[src/rtl/ufm_read_arbiter.sv]
// ufm_read_arbiter: shares the single UFM Avalon-MM read port
// between the boot shadow-copy engine (port 0) and the host (port 1).
module ufm_read_arbiter #(
  parameter int ADDR_W         = 9,
  parameter int BURST_W        = 2,
  parameter int DATA_W         = 32,
  parameter int TIMEOUT_CYCLES = 1024
) (
  input  logic               clk,
  input  logic               reset_n,
  input  logic               boot_done_i,
  input  logic               m0_read_i,
  input  logic [ADDR_W-1:0]  m0_addr_i,
  input  logic [BURST_W-1:0] m0_burst_count_i,
  output logic               m0_wait_req_o,
  output logic               m0_valid_o,
  output logic [DATA_W-1:0]  m0_data_o,
  input  logic               m1_read_i,
  input  logic [ADDR_W-1:0]  m1_addr_i,
  input  logic [BURST_W-1:0] m1_burst_count_i,
  output logic               m1_wait_req_o,
  output logic               m1_valid_o,
  output logic [DATA_W-1:0]  m1_data_o,
  output logic               ufm_read_o,
  output logic [ADDR_W-1:0]  ufm_addr_o,
  output logic [BURST_W-1:0] ufm_burst_count_o,
  input  logic               ufm_wait_req_i,
  input  logic               ufm_valid_i,
  input  logic [DATA_W-1:0]  ufm_data_i,
  output logic               busy_o,
  output logic               err_o
);

  localparam int TW =
    (TIMEOUT_CYCLES > 0) ? $clog2(TIMEOUT_CYCLES + 1) : 1;
  localparam logic [TW-1:0] TO_LIM = TW'(TIMEOUT_CYCLES);
  localparam logic TO_EN = (TIMEOUT_CYCLES != 0);

  typedef enum logic [1:0] {
    S_IDLE,
    S_ISSUE,
    S_DATA
  } state_t;

  state_t             r_state;
  state_t             w_state_nxt;
  logic               r_owner;
  logic               r_last_grant;
  logic               r_read;
  logic               r_err;
  logic [ADDR_W-1:0]  r_addr;
  logic [BURST_W-1:0] r_burst;
  logic [BURST_W-1:0] r_beat_cnt;
  logic [TW-1:0]      r_timer;

  logic               w_e0;
  logic               w_e1;
  logic               w_gnt;
  logic               w_gnt_id;
  logic               w_accept;
  logic               w_last_beat;
  logic               w_timeout;
  logic               w_spur;
  logic [ADDR_W-1:0]  w_addr;
  logic [BURST_W-1:0] w_burst_raw;
  logic [BURST_W-1:0] w_burst;

  // Port 1 is only eligible once boot is done; ties go away from last_grant
  assign w_e0        = m0_read_i;
  assign w_e1        = m1_read_i & boot_done_i;
  assign w_gnt       = (r_state == S_IDLE) & (w_e0 | w_e1);
  assign w_gnt_id    = w_e1 & (~w_e0 | ~r_last_grant);
  assign w_addr      = w_gnt_id ? m1_addr_i : m0_addr_i;
  assign w_burst_raw = w_gnt_id ? m1_burst_count_i : m0_burst_count_i;
  assign w_burst     = (w_burst_raw == '0) ? BURST_W'(1) : w_burst_raw;

  assign w_accept    = (r_state == S_ISSUE) & ~ufm_wait_req_i;
  assign w_last_beat = (r_state == S_DATA) & ufm_valid_i &
                       ((r_beat_cnt + BURST_W'(1)) == r_burst);
  assign w_timeout   = TO_EN & (r_state == S_DATA) & ~ufm_valid_i &
                       ((r_timer + TW'(1)) == TO_LIM);
  assign w_spur      = ufm_valid_i & (r_state != S_DATA);

  // State register
  always_ff @(posedge clk or negedge reset_n) begin
    if (!reset_n) r_state <= S_IDLE;
    else          r_state <= w_state_nxt;
  end

  // Next-state logic
  always_comb begin
    w_state_nxt = r_state;
    case (r_state)
      S_IDLE:  if (w_gnt) w_state_nxt = S_ISSUE;
      S_ISSUE: if (w_accept) w_state_nxt = S_DATA;
      S_DATA:  if (w_last_beat | w_timeout) w_state_nxt = S_IDLE;
      default: w_state_nxt = S_IDLE;
    endcase
  end

  // Command latch, beat/idle counters and sticky error
  always_ff @(posedge clk or negedge reset_n) begin
    if (!reset_n) begin
      r_owner      <= 1'b0;
      r_last_grant <= 1'b1;
      r_read       <= 1'b0;
      r_addr       <= '0;
      r_burst      <= '0;
      r_beat_cnt   <= '0;
      r_timer      <= '0;
      r_err        <= 1'b0;
    end else begin
      if (w_gnt) begin
        r_owner <= w_gnt_id;
        r_addr  <= w_addr;
        r_burst <= w_burst;
        r_read  <= 1'b1;
      end
      if (w_accept) begin
        r_read       <= 1'b0;
        r_last_grant <= r_owner;
      end
      if (r_state != S_DATA || w_last_beat || w_timeout)
        r_beat_cnt <= '0;
      else if (ufm_valid_i)
        r_beat_cnt <= r_beat_cnt + BURST_W'(1);
      if (r_state == S_DATA && !ufm_valid_i && !w_timeout)
        r_timer <= r_timer + TW'(1);
      else
        r_timer <= '0;
      if (w_spur || w_timeout)
        r_err <= 1'b1;
    end
  end

  // Requester handshakes and data routing
  always_comb begin
    busy_o        = (r_state != S_IDLE);
    m0_wait_req_o = 1'b1;
    m1_wait_req_o = 1'b1;
    if (r_state == S_ISSUE) begin
      if (r_owner) m1_wait_req_o = ufm_wait_req_i;
      else         m0_wait_req_o = ufm_wait_req_i;
    end
    m0_valid_o = ufm_valid_i & ~r_owner & (r_state == S_DATA);
    m1_valid_o = ufm_valid_i &  r_owner & (r_state == S_DATA);
  end

  assign m0_data_o         = ufm_data_i;
  assign m1_data_o         = ufm_data_i;
  assign ufm_read_o        = r_read;
  assign ufm_addr_o        = r_addr;
  assign ufm_burst_count_o = r_burst;
  assign err_o             = r_err;

endmodule

[config.mk]
export PLATFORM = sky130hd
export DESIGN_NAME = ufm_read_arbiter
export DESIGN_NICKNAME = d
export VERILOG_FILES = /design/src/rtl/ufm_read_arbiter.sv
export SDC_FILE = /design/constraint.sdc
export NUM_CORES = 1
export LEC_CHECK = 0
export BUFFER_PORTS_ARGS = -buffer_cell sky130_fd_sc_hd__buf_4
export CORE_MARGIN = 2
export CORE_UTILIZATION = 42
export CTS_CLUSTER_DIAMETER = 150
export CTS_CLUSTER_SIZE = 8
export DETAILED_ROUTE_END_ITERATION = 7
export PLACE_DENSITY = 0.81
export SKIP_CTS_REPAIR_TIMING = 1
export SYNTH_ARGS = -nofsm -noshare
export SYNTH_HDL_FRONTEND = slang
export SYNTH_SLANG_ARGS = --single-unit
[constraint.sdc]
create_clock -name clk -period 2.7 [get_ports clk]
set_input_delay 0.135 -clock clk [delete_from_list [all_inputs] [get_ports clk]]
set_output_delay 0.135 -clock clk [all_outputs]
set_load 0.03 [all_outputs]
## Word-level counts from Yosys, hierarchy flattened

Cells that the tools add are included.

- Flip-flop bits (word level): 30
- Output and inout bits: 82

- Add/subtract/negate cells: 2
- Equal/unequal tests: 8
- Muxes and demuxes: 16
- Bitwise logic cells: 21
- Reductions and logical operators: 13

Operator list:

| operator | count |
|---|---|
| 2-bit two-way mux | 7 |
| 1-bit AND | 13 |
| 11-bit by 1-bit adder with 11-bit output, second input constant | 1 |
| 11-bit equality test, second input constant | 1 |
| 11-bit two-way mux | 1 |
| 9-bit two-way mux | 1 |
| 1-bit two-way mux | 6 |
| 2-bit != test, second input constant | 3 |
| 2-bit one-hot mux with 3 select lines | 1 |
| 2-bit nonzero test | 3 |
| 1-bit NOT | 5 |
| 2-bit zero test | 2 |
| 1-bit logical OR | 3 |
| 1-bit OR | 3 |
| 3-bit AND reduction | 1 |
| 2-bit by 1-bit adder with 2-bit output, second input constant | 1 |
| 2-bit by 1-bit equality test with 1-bit output, second input constant | 1 |
| 2-bit equality test | 1 |
| 2-bit equality test, second input constant | 1 |
| 1-bit logical AND | 2 |
| 1-bit zero test | 2 |
| 2-bit by 1-bit != test with 1-bit output, second input constant | 1 |

## Longest topological paths before layout

- Word-level depth: 6
- Depth in mapped cells: 6
- Depth with buffers taken out: 6

## Least setup slack after synthesis

Ideal clock, no wire load.

- Kind: register to register
- Start: register r_timer[0]
- End: register r_state[1]
- Library setup time: 0.131 ns
- Arrival: 1.901 ns
- Path slack: 0.667 ns
- Cell stages (with the launch flop): 7
- Path buffers: 0
- Period minus slack after synthesis: 2.033 ns
- Path through: dfrtp_1 > ha_1 > nand3_1 > o21ai_0 > a2111oi_4 > a31oi_2 > or3_1

- Word-level cells in the longest chain between the ends: 6

Ends and longest elaborated chain:

| element | line | text |
|---|---|---|
| start, declared | 54 | `logic [TW-1:0] r_timer;` |
| start signal, assigned | 128 | `r_timer <= r_timer + TW'(1);` |
| 11-bit by 1-bit adder with 11-bit output | 81 | `((r_timer + TW'(1)) == TO_LIM);` |
| 11-bit equality test | 81 |  |
| 1-bit AND | 80 | `assign w_timeout = TO_EN & (r_state == S_DATA) & ~ufm_valid_i &` |
| 1-bit OR | 96 | `S_DATA: if (w_last_beat \| w_timeout) w_state_nxt = S_IDLE;` |
| 2-bit by 1-bit != test with 1-bit output (no source line) | -- |  |
| 3-bit AND reduction (no source line) | -- |  |
| end signal, assigned | 87 | `else r_state <= w_state_nxt;` |
| end, declared | 45 | `state_t r_state;` |

Every way passes these cells.
A chain may end at the register's enable or synchronous reset.

## Final worst setup path

Same ends and word-level chain as after synthesis.

==> results.cfg <==
[pwr]
cell_internal_pwr_mw = 1.128
p_per_area_mw_per_mm2 = 843.3
peakVddDrop_mv = 0.5075
seq_power_share_pct = 37.2
switchingPower_mw = 0.6764
power.combinational.fraction_pct = 38.9
static_leakage_nw = 1.012
p_sw_share_pct = 37.49
power.clock.fraction_pct = 23.9

[route]
avgRoutedWirePerCell_um = 12.23
routed_vias_inst = 4.776
drt_iter0_markers = 40
detail-route-antenna-nets = 0
post-route-drc-count = 0
drt_pass1_iterations = 4
number_of_vias_in_the_routed_layout = 1342
route.final.wire_length_mm = 3.437

[cells_and_area]
mostFrequentLayoutCell = sky130_fd_sc_hd__buf_4
mostFrequentLayoutCells = 48 x sky130_fd_sc_hd__buf_4, 29 x sky130_fd_sc_hd__dfrtp_1, 19 x sky130_fd_sc_hd__nand2_1, 11 x sky130_fd_sc_hd__nor2_1
finish.cell_count_without_fillers = 281
antenna-diode-count = 0
drive_gt1_share_pct = 29.44
area_growth_pct = 2.764
final_net_count = 276
n_fill_cell = 464

[clock_tree]
ctsRootBufferMaster = sky130_fd_sc_hd__clkbuf_8
cts_inserted_buffers = 5
cts_sinks = 30
htree_num_levels = 2
max-clock-path-buffers = 2
cts_tree = built
clk-insertion-delay-late_ns = 0.28
clkTransAtPathRegs_ns = 0.06

[logic_synthesis]
synth_warnings = 0
ys_async_sr_fraction_pct = 100.0
synth_ff_type = sky130_fd_sc_hd__dfrtp_1
post_synth_and_or_nand_nor_area_fraction_pct = 16.59
post_synth_inst_count = 226
post_synth_instance_area_mm2 = 0.002082
synth_area_in_adders_pct = 1.202
syn-num-nets = 289
synth_cell_types = 41
post_synthesis_compound_gate_area_fraction_pct = 11.18
yosys_register_bits = 30
yosysSeqAreaShare_pct = 36.12
muxShareOfSynthArea_pct = 4.808
number_of_enable_type_register_cells_in_the_synthesized_netlist = 0
largest_family_of_logic_cells_by_synthesized_area = buffers and inverters
syn_avg_cell_area_um2 = 9.212
synth-xor-area-share_pct = 5.048

[worst_setup_path]
crit_path_max_incr_delay_ns = 0.45
critical_path.reg2reg.startpoint = r_timer[0]
setup.worst_path.start_class = flip-flop
cpMaxStageDelayCell = sky130_fd_sc_hd__dfrtp_1
end_kind = flip-flop
crit_type = flip-flop to flip-flop
cp_max_fo = 7
r2r-end = r_state[1]
rrSetupSlack_ns = 0.49
critical_path.cell_chain = ha_1, nand3_1, xnor2_1, a2111oi_4, a31oi_2, or3_1
worst-r2r-cell-count = 6
critPathRequiredTime_ns = 2.86
arrival_ns = 2.37

[global_route]
globalRouteOverflowTotal = 0
grt_start_max_net_pins = 31
number_of_antenna_violations_at_the_first_check_in_global_routing = 0
grt_usage_pct = 13.72
grt_first_pass_wirelength_mm = 5.658
grt_pass1_vias = 1258

[sta]
hold_viol_final = 0
post-route-min-period_ns = 2.214
setup_repair_after_global_routing_missed_its_margin = false
report.final.slew_viol_count = 0
setup_violations = 0
hold-worst-slack_ns = 0.1121
fin_skew_ns = 0.005680
max_freq_mhz = 451.7
post-route-period-util_pct = 81.99
relSlewSlack_pct = 30.55
worstMarginPinSlew_ns = 1.042
fin_tns_setup_ns = 0

[floorplanning]
std_cell_rows = 25
initial_core_util_pct = 43.79
chipHeight_um = 74.41
core_ar_mm2 = 0.004755
design.portCount = 143
die_width_um = 74.41
fp.dieArea_mm2 = 0.005536

[worst_hold_path]
worst_hold_path.endpoint = r_state[0]
worst_hold_path.num_cells = 3
worst_hold_startpoint = ufm_wait_req_i
hold_class = input pin to flip-flop

[outcome]
outcome = finished, final reports clean

[flow_run]
max_cap_violations = 0

[place]
place.gp.congestion = 0.8813
portBuffers = 46
place_hpwl_mm = 2.685
numPlacedInstances = 272
==> critical path: cells and delay by family (launching register included) <==
| family | cells | cell delay [ns] |
|---|---|---|
| DFF | 1 | 0.45 |
| AOI/OAI and AO/OA | 2 | 0.56 |
| adders and majority gates | 1 | 0.27 |
| xor gates and xnor gates | 1 | 0.22 |
| and+or+nand+nor | 2 | 0.60 |
==> layer usage <==
metal	GRT usage, %	wire (um)	vias up
li1	-	-	674
met1	16.10	1386	599
met2	20.94	1651	54
met3	5.285	282	15
met4	8.929	116	0
met5	0	0	-
==> per-stage QoR <==
stage	worst slack (ns)	utilization (%)	area [um2]	total power, mW
finish	0.4863	45.00	2140	1.804
global route	0.2754	45.00	2140	1.930
CTS	0.4765	44.79	2130	1.828
global placement	0.5611	42.55	2023	1.372
floorplan	0.6673	-	2082	1.290
detailed placement	0.4945	42.55	2023	1.389
==> power by group through the flow <==
stage,registers (mW),logic [mW],clock network (mW)
floorplan,0.831,0.458,0
global placement,0.674,0.698,0
detailed placement,0.679,0.709,0
CTS,0.673,0.710,0.446
global route,0.691,0.774,0.465
finish,0.671,0.701,0.432
==> how the worst max path moves through the flow <==
stage | startpoint | to | slack (ns)
after floorplan | r_timer[0] | r_state[1] | 0.67
after global placement | r_timer[0] | r_state[1] | 0.56
after detailed placement | r_timer[0] | r_state[1] | 0.49
after CTS | r_timer[0] | r_state[1] | 0.48
after global routing | r_timer[0] | r_state[1] | 0.28
final | r_timer[0] | r_state[1] | 0.49
==> layout make-up <==
class	count	area, um2	share of cell area (%)
clock buffers	7	76.32	3.567
clock inverters	1	30.03	1.404
inverters	5	18.77	0.8772
multi-input cells	122	808.3	37.78
flip-flops and latches	30	752.0	35.15
well taps	67	83.83	3.918
repair buffers	49	370.4	17.31
==> synth_stat cells, drive strengths merged, types with 3 or more instances <==
cell / count / share of area (%)
or2: 3 / 0.90
nor2: 11 / 2.0
dfrtp: 29 / 35
and4: 3 / 1.4
xor2: 5 / 2.1
a21oi: 4 / 0.96
xnor2: 7 / 2.9
nand3: 7 / 1.7
nand4: 3 / 1.2
o21ai: 17 / 4.1
nand3b: 3 / 1.1
buf: 65 / 23
mux2i: 10 / 4.8
nand2: 19 / 3.4
clkbuf: 4 / 0.72
inv: 5 / 0.90
nor2b: 5 / 1.5
==> cells by family after synthesis <==
kind of cell	after synthesis
buf+inv	74
simple gates	65
compound gates	33
flops	30
xor+xnor	12
mux	10
fa+ha+maj	2
==> flip-flops by register name, summed over array words and instances (netlist names) <==
signal	flops
r_last_grant	1
r_beat_cnt	2
ufm_read_o	1
err_o	1
ufm_burst_count_o	2
r_owner	1
r_timer	11
ufm_addr_o	9
r_state	2
Note: power is estimated with default switching activity, not from simulation.
